<file path="src/rtl/debounce_pkg.sv">
// Shared types and constants for the multi-channel keypad debouncer.
package debounce_pkg;

  typedef enum logic [1:0] {
    STABLE_LO = 2'd0,
    CHECK_HI  = 2'd1,
    STABLE_HI = 2'd2,
    CHECK_LO  = 2'd3
  } db_state_t;

  localparam int DB_SYNC_STAGES = 2;

endpackage

</file>
<file path="src/rtl/debounce_channel.sv">
// Single-bit debouncer: optional synchroniser, level-check FSM, counter and event pulses.
// Synchroniser is present when MULTI_DEBOUNCER_SYNC_EN is defined.
module debounce_channel
  import debounce_pkg::*;
#(
  parameter int STABLE_CYCLES = 50000
) (
  input  logic clk,
  input  logic reset,
  input  logic sig_in,
  output logic sig_out,
  output logic rise,
  output logic fall
);

  localparam int CNT_W = (STABLE_CYCLES > 2) ? $clog2(STABLE_CYCLES) : 1;
  localparam logic [CNT_W-1:0] CNT_LAST = CNT_W'(STABLE_CYCLES - 1);
  localparam logic [CNT_W-1:0] CNT_ONE  = CNT_W'(1);

  logic s;

`ifdef MULTI_DEBOUNCER_SYNC_EN
  logic [DB_SYNC_STAGES-1:0] sync_q;
  logic [DB_SYNC_STAGES-1:0] sync_d;

  always_comb begin
    sync_d = {sync_q[DB_SYNC_STAGES-2:0], sig_in};
  end

  always_ff @(posedge clk or posedge reset) begin
    if (reset) sync_q <= '0;
    else       sync_q <= sync_d;
  end

  assign s = sync_q[DB_SYNC_STAGES-1];
`else
  assign s = sig_in;
`endif

  db_state_t        state_q, state_d;
  logic [CNT_W-1:0] cnt_q, cnt_d;
  logic             out_q, out_d;
  logic             rise_q, rise_d;
  logic             fall_q, fall_d;

  always_comb begin
    state_d = state_q;
    cnt_d   = cnt_q;
    out_d   = out_q;
    rise_d  = 1'b0;
    fall_d  = 1'b0;
    unique case (state_q)
      STABLE_LO: begin
        if (s) begin
          state_d = CHECK_HI;
          cnt_d   = CNT_ONE;
        end else begin
          cnt_d   = '0;
        end
      end
      CHECK_HI: begin
        if (!s) begin
          state_d = STABLE_LO;
          cnt_d   = '0;
        end else if (cnt_q == CNT_LAST) begin
          state_d = STABLE_HI;
          out_d   = 1'b1;
          rise_d  = 1'b1;
          cnt_d   = '0;
        end else begin
          cnt_d   = cnt_q + CNT_ONE;
        end
      end
      STABLE_HI: begin
        if (!s) begin
          state_d = CHECK_LO;
          cnt_d   = CNT_ONE;
        end else begin
          cnt_d   = '0;
        end
      end
      CHECK_LO: begin
        if (s) begin
          state_d = STABLE_HI;
          cnt_d   = '0;
        end else if (cnt_q == CNT_LAST) begin
          state_d = STABLE_LO;
          out_d   = 1'b0;
          fall_d  = 1'b1;
          cnt_d   = '0;
        end else begin
          cnt_d   = cnt_q + CNT_ONE;
        end
      end
      default: begin
        state_d = STABLE_LO;
        cnt_d   = '0;
      end
    endcase
  end

  always_ff @(posedge clk or posedge reset) begin
    if (reset) begin
      state_q <= STABLE_LO;
      cnt_q   <= '0;
      out_q   <= 1'b0;
      rise_q  <= 1'b0;
      fall_q  <= 1'b0;
    end else begin
      state_q <= state_d;
      cnt_q   <= cnt_d;
      out_q   <= out_d;
      rise_q  <= rise_d;
      fall_q  <= fall_d;
    end
  end

  assign sig_out = out_q;
  assign rise    = rise_q;
  assign fall    = fall_q;

endmodule

</file>
<file path="src/rtl/multi_debouncer.sv">
// WIDTH independent debounce channels plus any/one-hot summary flags for the keypad scanner.
// Define MULTI_DEBOUNCER_SYNC_EN to add a 2-flop synchroniser in front of each channel.
module multi_debouncer
  import debounce_pkg::*;
#(
  parameter int WIDTH         = 4,
  parameter int STABLE_CYCLES = 50000
) (
  input  logic             clk,
  input  logic             reset,
  input  logic [WIDTH-1:0] sig_in,
  output logic [WIDTH-1:0] sig_out,
  output logic [WIDTH-1:0] rise,
  output logic [WIDTH-1:0] fall,
  output logic             any_active,
  output logic             one_hot
);

  for (genvar i = 0; i < WIDTH; i++) begin : g_ch
    debounce_channel #(
      .STABLE_CYCLES(STABLE_CYCLES)
    ) u_ch (
      .clk    (clk),
      .reset  (reset),
      .sig_in (sig_in[i]),
      .sig_out(sig_out[i]),
      .rise   (rise[i]),
      .fall   (fall[i])
    );
  end

  // Clearing the lowest set bit leaves zero only for a single-bit vector.
  always_comb begin
    any_active = |sig_out;
    one_hot    = any_active && ((sig_out & (sig_out - WIDTH'(1))) == '0);
  end

endmodule

</file>
<file path="config.mk">
export PLATFORM = sky130hd
export DESIGN_NAME = multi_debouncer
export DESIGN_NICKNAME = d
export VERILOG_FILES = /design/src/rtl/debounce_pkg.sv /design/src/rtl/debounce_channel.sv /design/src/rtl/multi_debouncer.sv
export SDC_FILE = /design/constraint.sdc
export NUM_CORES = 1
export LEC_CHECK = 0
export ABC_AREA = 0
export CAP_MARGIN = 10
export CORE_AREA = 2 2 91 93
export DETAILED_ROUTE_END_ITERATION = 8
export DIE_AREA = 0 0 93 95
export GPL_ROUTABILITY_DRIVEN = 0
export PLACE_DENSITY_LB_ADDON = 0.25
export SYNTH_ARGS = -nofsm -noshare
export SYNTH_HDL_FRONTEND = slang
export SYNTH_SLANG_ARGS = --single-unit
</file>
<file path="constraint.sdc">
create_clock -name clk -period 3.1 [get_ports clk]
set_input_delay 0.31 -clock clk [delete_from_list [all_inputs] [get_ports clk]]
set_output_delay 0.31 -clock clk [all_outputs]
set_load 0.05 [all_outputs]
</file>
==> results by stage, run 1 <==
Worst setup path:
- The highest fanout seen on the critical path is 5.
- The worst register-to-register path has a depth of 4.
- Walking the worst path, the cells encountered are o21ai_0, o21ai_0, o21ai_0, clkdlybuf4s50_1.
- The largest delay contributor family on the critical path is buffers and inverters.
- The kind of launch point of the worst setup path is a flip-flop.
- For the worst setup path, the data arrival time is 2020 ps.
- The worst register-to-register path begins at g_ch[2].u_ch.cnt_q[10]$_DFF_PP0_.
- The largest single stage delay on the critical path is 820 ps.
- The worst setup path is of the flip-flop to output port kind.
- For this design, the slowest cell found on the critical path is clkdlybuf4s50_1.
- The critical path capture point type is an output port.
- Tracing the worst setup path back leads to its startpoint at g_ch[0].u_ch.sig_out$_DFFE_PP0P_.
- Among the stages of the critical path, the cell type that occurs most often is o21ai_0.
- The critical path data required time is 2790 ps.
- The number of gates on the worst path with buffers counted is 4.
- The destination of the worst register-to-register timing path is g_ch[2].u_ch.cnt_q[0]$_DFF_PP0_.
- In this run the register-to-register setup slack is 1020 ps.
- The number of buffer and inverter instances along the worst setup path is 1.

CTS:
- Post-CTS repair changed the size of 0 cells.
- The clock tree synthesis step divided the H-tree into 3 levels.
- The later-pin clock latency in the skew report is 350 ps.
- After clock tree synthesis, the clock-pin slew on the worst setup and hold paths is 80 ps.
- The number of clock buffers added by TritonCTS is 9.
- In this run the deepest clock path goes through 2 buffers.
- The hold buffer count at cts is 0.
- The root buffer cell chosen for the clock tree is clkbuf_8.
- The clock drives 84 sinks.
- The TritonCTS clock tree is built.
- Once the clock tree was built, the setup fixing pass inserted 0 buffers.

Floorplan:
- From bottom edge to top edge, the die measures 95 um.
- The number of placement rows is 33.
- The area of the core region is 7930 um2.
- The die extent in x is 93 um.
- The die covers 8840 um2.
- For this design the top-level I/O count stands at 20.
- Once the floorplan was initialized, standard cells occupied 52.2% of the core.

STA:
- The hold violation count in the final report is 0.
- Measured against its own limit, the worst slew margin works out to 53.7%.
- For the pin with the worst max-slew slack, the measured transition is 693 ps.
- The setup total negative slack is 0 ps.
- After layout, the worst setup slack is 766 ps.
- The final number of max-transition violations is 0.
- Setup repair after global routing left no endpoint under its margin.
- The maximum operating frequency is 428 MHz.
- The ratio of final minimum period to clock period is 75.3%.
- Setup violations remaining at the end of the flow were counted as 0.
- The time the final worst path needs with I/O delays and setup is 2330 ps.
- The clock arrives with 8.16 ps of skew.

Power and ir drop:
- The maximum vdd ir drop is 0.202 mV.
- The power per cell area is 457 nW/um2.
- The analysis attributes to cell leakage a power of 0.00175 uW.

Detailed routing:
- Once detail routing completed, the nets flagged for antenna violations numbered 0.
- The detailed-route vias per instance is 5.37.
- The total DRC errors in the routed layout is 0.
- The overall via count from detail_route is 2,901.
- The number of search-and-repair iterations in the first detailed-routing pass is 4.
- The violation count after the first detailed-routing iteration is 79.
- Dividing the detail-routed wire length by the instance count gives 13.2 um.
- The detailed-route wire length is 7120 um.

Synth:
- After synthesis, flip-flops and latches occupy 50.8% of the total area.
- The share of synthesized area in the top cell type comes to 50.8%.
- By count the netlist is led by 84 x dfrtp_1, 73 x nor2_1, 48 x xnor2_1.
- The post-synth net total is 429.
- The most area-hungry cell type in the Yosys netlist is dfrtp_1.
- The most common cell in the synthesized netlist is dfrtp_1.
- Sorting the synthesized cells by area gives the leading types as dfrtp_1 51%, xnor2_1 10%, nor2_1 6.6%.
- In this run, synthesis produced a sequential element count of 84.
- In this run, synthesis inferred 0 flip-flops with an integrated enable.
- The synthesized netlist cell count is 419.
- The mean area per synthesized cell is 9.88 um2.
- The mapped cell area is 4140 um2.
- The proportion of register bits with asynchronous set or reset after synthesis is 100%.
- The total number of yosys warnings is 0.
- In the synthesized netlist the dominant register cell turns out to be dfrtp_1.
- After synthesis, the netlist uses 44 different library cells.

Final layout:
- The number of antenna diodes in the final layout is 0.
- Excluding fillers, the count of instances in the completed layout stands at 540.
- The layout has 697 filler cells.
- The fraction of layout cells with a size suffix above 1 is 6.21%.
- The area added between synthesis and finish is 9.92%.
- The number of nets at the end of the flow is 440.

Global route:
- The via count of the first global-routing pass was 2,799.
- The total overflow left after global routing is 0.
- Entering global routing, the biggest net connects 47 pins.
- The initial antenna violation count is 0.
- Across every metal layer, demand over resource in global routing totals 18.2%.
- The first global-routing pass estimated 12,800 um of wire.

Run status:
- The run finished with clean final reports.

Placed design:
- The half-perimeter wire length after detailed placement is 4880 um.
- Prior to clock tree synthesis, the placed netlist has a worst setup slack of 1020 ps.
- Port buffering added 19 buffers.
- The number of placed instances, taps included, is 524.

Flow run:
- The max capacitance violation total is 0.

Hold path:
- The worst min-delay path category is primary input to async pin.
## kinds of logic (layout without fill, tap and decap cells)
family                     count (synthesis)  in the layout  synth area share, %
xor gates and xnor gates                  58             58                 12.3
and+or+nand+nor                          202            202                 25.4
AOI/OAI and AO/OA                         24             24                 3.72
adders and majority gates                  4              4                 1.21
muxes                                      3              3                0.786
buffers and inverters                     44             60                 5.81
DFF                                       84             84                 50.8
## worst register-to-register path, delay by kind of cell (launching register included)
| family | cells | cell delay, ps |
|---|---|---|
| compound gates | 1 | 150 |
| simple gates | 3 | 1370 |
| flops | 1 | 430 |
## layout by cell type, fill, tap and decap left out, drive strengths merged, types with 2 or more instances in the layout
cell | synthesis | layout
a21bo | 2 | 2
a21oi | 5 | 5
a31oi | 2 | 2
and2 | 3 | 3
and3 | 4 | 4
bufinv | 0 | 2
clkbuf | 3 | 12
clkdlybuf4s50 | 0 | 19
clkinv | 0 | 2
dfrtp | 84 | 84
ha | 4 | 4
inv | 24 | 23
mux2 | 2 | 2
nand2 | 24 | 24
nand3 | 23 | 23
nand4 | 17 | 17
nor2 | 73 | 73
nor3 | 19 | 19
nor3b | 3 | 3
nor4 | 17 | 17
nor4bb | 2 | 2
o211ai | 2 | 2
o21ai | 7 | 7
o31ai | 2 | 2
or2 | 2 | 2
or3 | 3 | 3
or4 | 5 | 5
or4b | 3 | 3
xnor2 | 48 | 48
xor2 | 10 | 10
## layer usage
metal  track usage, %  wire [um]  vias up
met3             4.07        250        9
li1                 -          -     1430
met4             6.25        106        0
met1             25.2       3510     1423
met5                0          0        -
met2             28.3       3250       39
## flip-flops by register name (all words and copies together) (netlist names), named ones only
signal / flops
g_ch.u_ch.cnt_q: 64
g_ch.u_ch.rise: 4
g_ch.u_ch.fall: 4
g_ch.u_ch.sig_out: 4
g_ch.u_ch.state_q: 4
## metrics by stage
step                total power (uW)  area (um2)  hold WS, ps  utilization, %
floorplan                       1230        4140          380               -
global placement                1250        4330          464            54.6
detailed placement              1260        4330          463            54.6
CTS                             2110        4550          382            57.4
global route                    2170        4550          423            57.4
finish                          2080        4550          369            57.4
## report_power, final
part / internal (uW) / switching [uW] / total [uW]
registers: 1110 / 20.9 / 1130
logic: 32.0 / 66.2 / 98.2
clock network: 475 / 369 / 844
total: 1620 / 456 / 2080
## area by class of cell
cell class / count / area, um2 / share of cell area [%]
sequential: 84 / 2100 / 46.2
multi-input combinational: 291 / 1800 / 39.5
timing repair buffer: 20 / 210 / 4.62
clock buffer: 12 / 145 / 3.19
tap: 105 / 131 / 2.89
inverter: 24 / 91.3 / 2.01
clock inverter: 4 / 72.6 / 1.60
## worst max path at each step
stage                                      endpoint  slack [ps]
finish                                      one_hot         770
global route                                one_hot         610
CTS                                         one_hot         750
detailed placement  g_ch[2].u_ch.cnt_q[0]$_DFF_PP0_        1020
global placement    g_ch[2].u_ch.cnt_q[0]$_DFF_PP0_        1070
floorplan                                 async pin         620
(Power assumes the default switching activity.)
==> run 2, diff against run 1 <==
- clock period: 3.1 -> 1.9 ns (I/O delays scaled with it)
==> run 2 against run 1 <==
Net effect:
- final area grew 5.4%
- routed wire length grew 7.6%
- cell count grew 4.8%
- flip-flop and latch count is the same
- setup slack lost 710 ps
- die area is the same
- sequential share of layout area shrank 2.4 points
- highest routed layer unchanged
- clock power grew 48%
- non-clock buffer count grew 27
- combinational power grew 98%
- via count grew 4.0%
- critical endpoint is now g_ch[3].u_ch.sig_out$_DFFE_PP0P_
==> results by stage, run 2 (synthesized netlist as in run 1, its figures left out) <==
Detailed routing:
- The total DRC errors in the routed layout is 0 (unchanged).
- The residual antenna-violating net count after detailed routing is 0 (unchanged).
- The violation count after the first detailed-routing iteration came to 125 (+58%).
- The detailed-route wire length came to 7660 um (+7.6%).
- The detailed-route vias per instance is 5.33 (-0.75%).
- The overall via count from detail_route was 3,018 (+4.0%).
- The number of search-and-repair iterations in the first detailed-routing pass came to 4 (unchanged).
- The wire length per cell is 13.5 um (+2.6%).

Global route:
- The global routing met1 resource utilization was 24.8% (-0.40 points).
- The fraction of met2 tracks used by global routing is 31.0% (+2.7 points).
- The initial antenna violation count is 0 (unchanged).
- The fraction of met3 tracks used by global routing is 3.11% (-0.96 points).
- The largest net degree at the start of global routing came to 33 (-30%).
- The total overflow reported by the global router is 0 (unchanged).
- The global-route wire length before repair is 13,300 um (+3.8%).
- After global routing, the most crowded layer is met2.
- The global routing usage summed across all routing layers is 18.9% (+0.78 points).
- The via count of the first global-routing pass is 2,939 (+5.0%).

Worst setup path:
- The cell with the biggest individual delay on the critical path is or4_1.
- The number of buffer and inverter instances along the worst setup path was 0 (-1).
- The highest fanout seen on the critical path is 3 (-2).
- The kind of launch point of the worst setup path is a flip-flop.
- The arrival time at the worst endpoint is 2080 ps (+60 ps).
- The critical path data required time is 2130 ps (-660 ps).
- The signal on the critical path passes through or4_1, or4_4, o31ai_2, a21oi_1.
- The biggest cell delay along the critical path was 550 ps (-270 ps).
- The critical path is of the flip-flop to flip-flop type.
- STA classifies the critical path endpoint as a flip-flop.
- The kind of cell with the highest combined delay along the critical path is simple AND/OR/NAND/NOR gates.

Final layout:
- The area of all placed cells without fillers is 4800 um2 (+5.4%).
- More flip-flops sit in one register than any other, and that register is g_ch.u_ch.cnt_q.
- Leaving out fill and tap cells, the most frequent cell in the layout is dfrtp_1.
- The final core area utilization is 60.5% (+3.1 points).
- From synthesis to final layout, the design area changed by 15.9%.
- The number of filler instances in the final layout came to 689 (-1.1%).
- The fraction of layout cells with a size suffix above 1 is 13.2% (+7.0 points).
- The number of inserted diodes is 0 (unchanged).
- The number of flip-flops under the largest register name is 64 (unchanged).
- The top cell types in the final layout, fill and taps aside, are 84 x dfrtp_1, 73 x nor2_1, 48 x xnor2_1, 26 x buf_4, 24 x nand2_1.
- The number of nets at the end of the flow came to 467 (+6.1%).

Floorplan:
- The initial core utilization is 52.2% (unchanged).
- The number of top-level pins is 20 (unchanged).
- The die height is 95 um (unchanged).
- The number of placement rows was 33 (unchanged).
- The die extent in x was 93 um (unchanged).
- The total die area is 8840 um2 (unchanged).
- The area of the core region was 7930 um2 (unchanged).

Run status:
- The flow ran to the end, and the final reports show no timing, DRC or antenna violations.

Hold path:
- In this run the worst hold path is classified as primary input to async pin.

STA:
- Setup repair after global routing left no endpoint under its margin.
- The setup total negative slack is 0 ps (unchanged).
- The worst slack on hold paths was 145 ps (-224 ps).
- The maximum operating frequency is 542 MHz.
- The final critical-path setup slack is 54.9 ps (-711 ps).
- The slew at the pin closest to its max-slew limit is 505 ps (-188 ps).
- The number of setup violations in the final report is 0 (unchanged).
- The worst path uses 97.1% of the clock period.
- The final number of max-transition violations is 0 (unchanged).
- The worst-case headroom to the max-slew limit is 66.2% (+12 points).
- The worst clock skew came to 12.0 ps (+3.82 ps).
- The hold violation count in the final report is 0 (unchanged).
- The time the final worst path needs with I/O delays and setup is 1850 ps.

CTS:
- The total CTS buffers came to 9 (unchanged).
- The number of H-tree levels is 3 (unchanged).
- CTS placed an instance of clkbuf_8 at the clock tree root.
- The later-pin clock latency in the skew report is 350 ps (about the same).
- The clock-pin slew on the worst setup and hold paths is 80 ps (about the same).
- The maximum number of buffers from clock root to sink was 2 (unchanged).
- TritonCTS built the clock tree.
- The clock net sink count is 84 (unchanged).

Placed design:
- The worst slack at placement came to 61.6 ps (-959 ps).
- The half-perimeter wire length after detailed placement is 5350 um (+9.6%).
- The number of buffers inserted by port buffering is 19 (unchanged).
- The area of placed instances is 4540 um2 (+4.8%).

Power and ir drop:
- The standby leakage power came to 0.00190 uW (+8.7%).
- The maximum vdd ir drop was 0.379 mV (+88%).
- The power per cell area is 688 nW/um2 (+51%).

Flow run:
- The max capacitance violation total is 0 (unchanged).
[run 2: cell types whose count changed in the layout (fill, tap and decap cells not counted), sizes merged]
cell,before,now
buf,1,30
clkdlybuf4s50,19,15
clkinvlp,1,3
dlymetal6s2s,0,2
bufinv,2,1
clkbuf,12,11
clkinv,2,1
[run 2: final timing paths]
| check | slack (ps) | to | from | cells past startpoint |
|---|---|---|---|---|
| worst max-delay path | 50 | g_ch[3].u_ch.sig_out$_DFFE_PP0P_ | g_ch[3].u_ch.cnt_q[10]$_DFF_PP0_ | 4 |
| worst min-delay path | 150 | g_ch[3].u_ch.cnt_q[13]$_DFF_PP0_ | reset | 2 |
| worst max register to register | 50 | g_ch[3].u_ch.sig_out$_DFFE_PP0P_ | g_ch[3].u_ch.cnt_q[10]$_DFF_PP0_ | 4 |
| worst min register to register | 460 | g_ch[0].u_ch.rise$_DFF_PP0_ | flip-flop | 1 |
| max in group asynchronous | 1230 | g_ch[1].u_ch.sig_out$_DFFE_PP0P_ | reset | 3 |
| min in group clk | 460 | g_ch[0].u_ch.rise$_DFF_PP0_ | flip-flop | 1 |
[run 2: final cells by class]
type	count	area (um2)	share of cell area, %
flip-flops and latches	84	2100	43.8
multi-input cells	291	1830	38.1
repair buffers	47	450	9.39
clock buffers	11	141	2.95
well taps	105	131	2.74
inverters	24	93.8	1.96
clock inverters	4	50.0	1.04
[run 2: what timing repair did]
item,4_1_cts,5_1_grt
setup buffers,0,4
setup endpoints to repair,0,24
hold buffers,0,0
gates resized for setup,0,9
[run 2: worst register-to-register path, delay by kind of cell, from the launching register on]
kind            cells  cell delay [ps]
compound gates      2              300
flops               1              410
simple gates        2             1030
[run 2: where the power goes]
group          switching [uW]  internal, uW
Clock                     620           634
Sequential               32.5          1820
Combinational             119          75.2
[run 2: per-layer routing]
metal,share of wire [%],vias to the layer above,wire length (um)
met1,46,1443,3540
met3,3.5,14,270
met4,1.9,0,147
met2,48,72,3700
li1,-,1489,-
met5,0,-,0
[run 2: stage by stage]
| step | power, uW | cells |
|---|---|---|
| floorplan | 2010 | 419 |
| global placement | 2070 | 547 |
| detailed placement | 2080 | 547 |
| CTS | 3340 | 562 |
| global route | 3450 | 566 |
| finish | 3300 | 566 |
==> run 3, diff against run 2 <==
- CELL_PAD_IN_SITES_DETAIL_PLACEMENT: default -> 0
- CELL_PAD_IN_SITES_GLOBAL_PLACEMENT: default -> 1
- CORE_AREA: 2 2 91 93 -> 2 2 102 104
- DIE_AREA: 0 0 93 95 -> 0 0 104 106
- HOLD_SLACK_MARGIN: default -> 0.12
==> run 3 against run 2 <==
Net effect:
- routed wire length grew 4.0%
- combinational power is essentially flat
- register-to-register slack is essentially flat
- cell count grew 5.5%
- total power grew 11%
- setup slack gained 6.0 ps
- fmax grew 0.33%
- critical path type unchanged
- largest cell class unchanged
- largest power group unchanged
==> results by stage, run 3 (synthesized netlist as in run 1, its figures left out) <==
Placed design:
- The half-perimeter wire length after detailed placement is 5420 um (+1.4%).
- The number of buffers inserted by port buffering is 19 (unchanged).
- The area of placed instances is 4600 um2 (+1.5%).

Global route:
- The via count of the first global-routing pass is 2,963 (+0.82%).
- The initial antenna violation count is 0 (unchanged).
- The largest net degree at the start of global routing is 44 (+33%).
- The total overflow reported by the global router came to 0 (unchanged).
- The global-route wire length before repair is 14,000 um (+5.7%).
- The global routing usage summed across all routing layers is 15.6% (-3.4 points).

Floorplan:
- The number of placement rows is 37 (+12%).
- The total die area is 11,000 um2 (+25%).
- The die extent in x came to 104 um (+12%).
- The die height is 106 um (+12%).
- The number of top-level pins is 20 (unchanged).
- The initial core utilization is 41.4% (-11 points).
- The area of the core region was 10000 um2 (+26%).

Final layout:
- The number of inserted diodes is 0 (unchanged).
- The fraction of layout cells with a size suffix above 1 came to 13.0% (-0.22 points).
- The number of nets at the end of the flow was 466 (-0.21%).
- The register containing the most flip-flops in the final layout is g_ch.u_ch.cnt_q.
- The register cell area after layout is 2100 um2 (unchanged).
- The area added between synthesis and finish is 18.5%.
- The number of flip-flops under the largest register name is 64 (unchanged).
- The number of filler instances in the final layout is 953 (+38%).
- The area of the multi-input gates is 1830 um2 (unchanged).
- In the layout the commonest cells are 84 x dfrtp_1, 73 x nor2_1, 48 x xnor2_1, 24 x nand2_1.
- The area of all placed cells without fillers is 4900 um2 (+2.2%).
- The leading cell type in the layout, fill and taps excluded is dfrtp_1.

Power and ir drop:
- The switching portion of total power is 22.3% (-1.0 points).
- The clock share of power came to 44.1% (+6.1 points).
- The power per cell area is 746 nW/um2 (+8.5%).
- The total power of the final layout is 3660 uW (+11%).
- The portion of total power attributed to sequential cells was 50.6% (-5.5 points).
- The combinational fraction of design power was 5.3% (-0.6 points).
- The standby leakage power came to 0.00196 uW (+3.1%).
- The switching component of the power came to 818 uW (+6.0%).
- The maximum vdd ir drop is 0.308 mV (-19%).
- The internal power is 2840 uW (+12%).

Detailed routing:
- The wire length on met2 is 3710 um (about the same).
- The overall via count from detail_route came to 3,020 (+0.066%).
- The detailed-route vias per instance came to 5.06 (-5.1%).
- The routed wire length on met3 is 194 um (-28%).
- The violation count after the first detailed-routing iteration is 85 (-32%).
- The total DRC errors in the routed layout is 0 (unchanged).
- The detailed-route wire length came to 7960 um (+4.0%).
- The number of search-and-repair iterations in the first detailed-routing pass is 4 (unchanged).
- The sum of routed wire segments on met1 came to 3910 um (+11%).
- The uppermost layer routed is met4.
- The residual antenna-violating net count after detailed routing is 0 (unchanged).
- The wire length per cell was 13.3 um (-1.4%).

Worst setup path:
- Among all stages on the critical path, the largest delay is contributed by or4_1.
- The kind of launch point of the worst setup path is a flip-flop.
- The worst setup path is captured at a flip-flop.
- The critical path data required time was 2130 ps (about the same).
- The biggest cell delay along the critical path is 530 ps (-20 ps).
- Traced cell by cell, the critical path runs through or4_1, or4_4, o31ai_2, a21oi_1.
- The highest fanout seen on the critical path is 4 (+1).
- The worst setup path is of the flip-flop to flip-flop kind.
- The minimum setup slack among reg-to-reg paths is 60 ps (about the same).
- The arrival time at the worst endpoint is 2070 ps (about the same).
- The largest delay contributor family on the critical path is simple AND/OR/NAND/NOR gates.
- The number of buffer and inverter instances along the worst setup path is 0 (unchanged).

CTS:
- The TritonCTS clock tree is built.
- The maximum number of buffers from clock root to sink came to 2 (unchanged).
- The later-pin clock latency in the skew report was 350 ps (about the same).
- The total CTS buffers is 9 (unchanged).
- CTS placed an instance of clkbuf_8 at the clock tree root.
- The hold buffer count at cts is 0 (unchanged).
- The number of H-tree levels was 3 (unchanged).
- The clock-pin slew on the worst setup and hold paths was 90 ps (about the same).
- The number of gates resized after cts is 0 (unchanged).
- The clock net sink count is 84 (unchanged).
- The post-CTS repair timing setup buffer count is 0 (unchanged).

STA:
- The time the final worst path needs with I/O delays and setup is 1840 ps (-5.98 ps).
- The worst clock skew was 10.5 ps (-1.43 ps).
- The final number of max-transition violations was 0 (unchanged).
- The slew at the pin closest to its max-slew limit was 511 ps (+5.25 ps).
- The number of setup violations in the final report came to 0 (unchanged).
- The worst-case headroom to the max-slew limit is 65.9% (-0.30 points).
- The hold violation count in the final report is 0 (unchanged).
- Setup repair after global routing could not meet its margin everywhere.
- The maximum operating frequency was 544 MHz (+0.33%).
- The ratio of final minimum period to clock period came to 96.8% (-0.31 points).

Flow run:
- The max capacitance violation total is 0 (unchanged).

Run status:
- The flow ran to the end, and the final reports show no timing, DRC or antenna violations.

Hold path:
- The tightest min-delay check is of the primary input to async pin type.
[run 3: changes by cell type in the layout (fill, tap and decap cells not counted), sizes merged]
| cell | previous run | this run |
|---|---|---|
| dlymetal6s2s | 2 | 3 |
| nand3 | 23 | 24 |
| bufinv | 1 | 3 |
| clkdlybuf4s50 | 15 | 14 |
| buf | 30 | 28 |
| clkinvlp | 3 | 1 |
| clkinv | 1 | 2 |
[run 3: worst register-to-register path, delay by kind of cell, from the launching register on]
family	cells	cell delay [ps]
AO/OA/AOI/OAI	2	290
flip-flops	1	410
AND/OR/NAND/NOR	2	1020
[run 3: worst paths after layout]
check / startpoint / end / cells past startpoint
max in group asynchronous: reset / g_ch[2].u_ch.cnt_q[2]$_DFF_PP0_ / 3
hold reg to reg: flip-flop / g_ch[0].u_ch.rise$_DFF_PP0_ / 1
min in group clk: flip-flop / g_ch[0].u_ch.rise$_DFF_PP0_ / 1
hold / removal: reset / g_ch[3].u_ch.state_q[0]$_DFFE_PP0P_ / 2
setup reg to reg: g_ch[3].u_ch.cnt_q[10]$_DFF_PP0_ / g_ch[3].u_ch.sig_out$_DFFE_PP0P_ / 4
setup / recovery: g_ch[3].u_ch.cnt_q[10]$_DFF_PP0_ / g_ch[3].u_ch.sig_out$_DFFE_PP0P_ / 4
[run 3: power by group through the flow]
stage               Combinational, uW  Sequential, uW  Clock, uW
finish                            193            1850       1610
floorplan                         130            1880          0
global route                      219            1860       1730
detailed placement                192            1890          0
CTS                               193            1850       1660
global placement                  190            1890          0
[run 3: routing by layer]
metal	vias to the layer above	track usage [%]
met4	0	6.85
met5	-	0
met3	12	2.70
met1	1483	20.8
met2	30	25.0
li1	1495	-
[run 3: final cells by class]
| class | count | area share (%) |
|---|---|---|
| clock buffers | 11 | 3.09 |
| clock inverters | 5 | 2.19 |
| repair buffers | 45 | 9.19 |
| well taps | 136 | 3.47 |
| flip-flops and latches | 84 | 42.9 |
| inverters | 24 | 1.91 |
| multi-input cells | 292 | 37.3 |
[run 3: metrics by stage]
stage               setup TNS (ps)  hold slack, ps  util, %  std cells  setup WS, ps
finish                           0             170     49.0        597          60.9
global route                 -22.6             196     49.0        597         -22.6
CTS                              0             166     48.6        596          19.2
detailed placement               0             464     46.0        580          76.0
global placement                 0             462     46.0        580           121
floorplan                        0             260        -        419           102
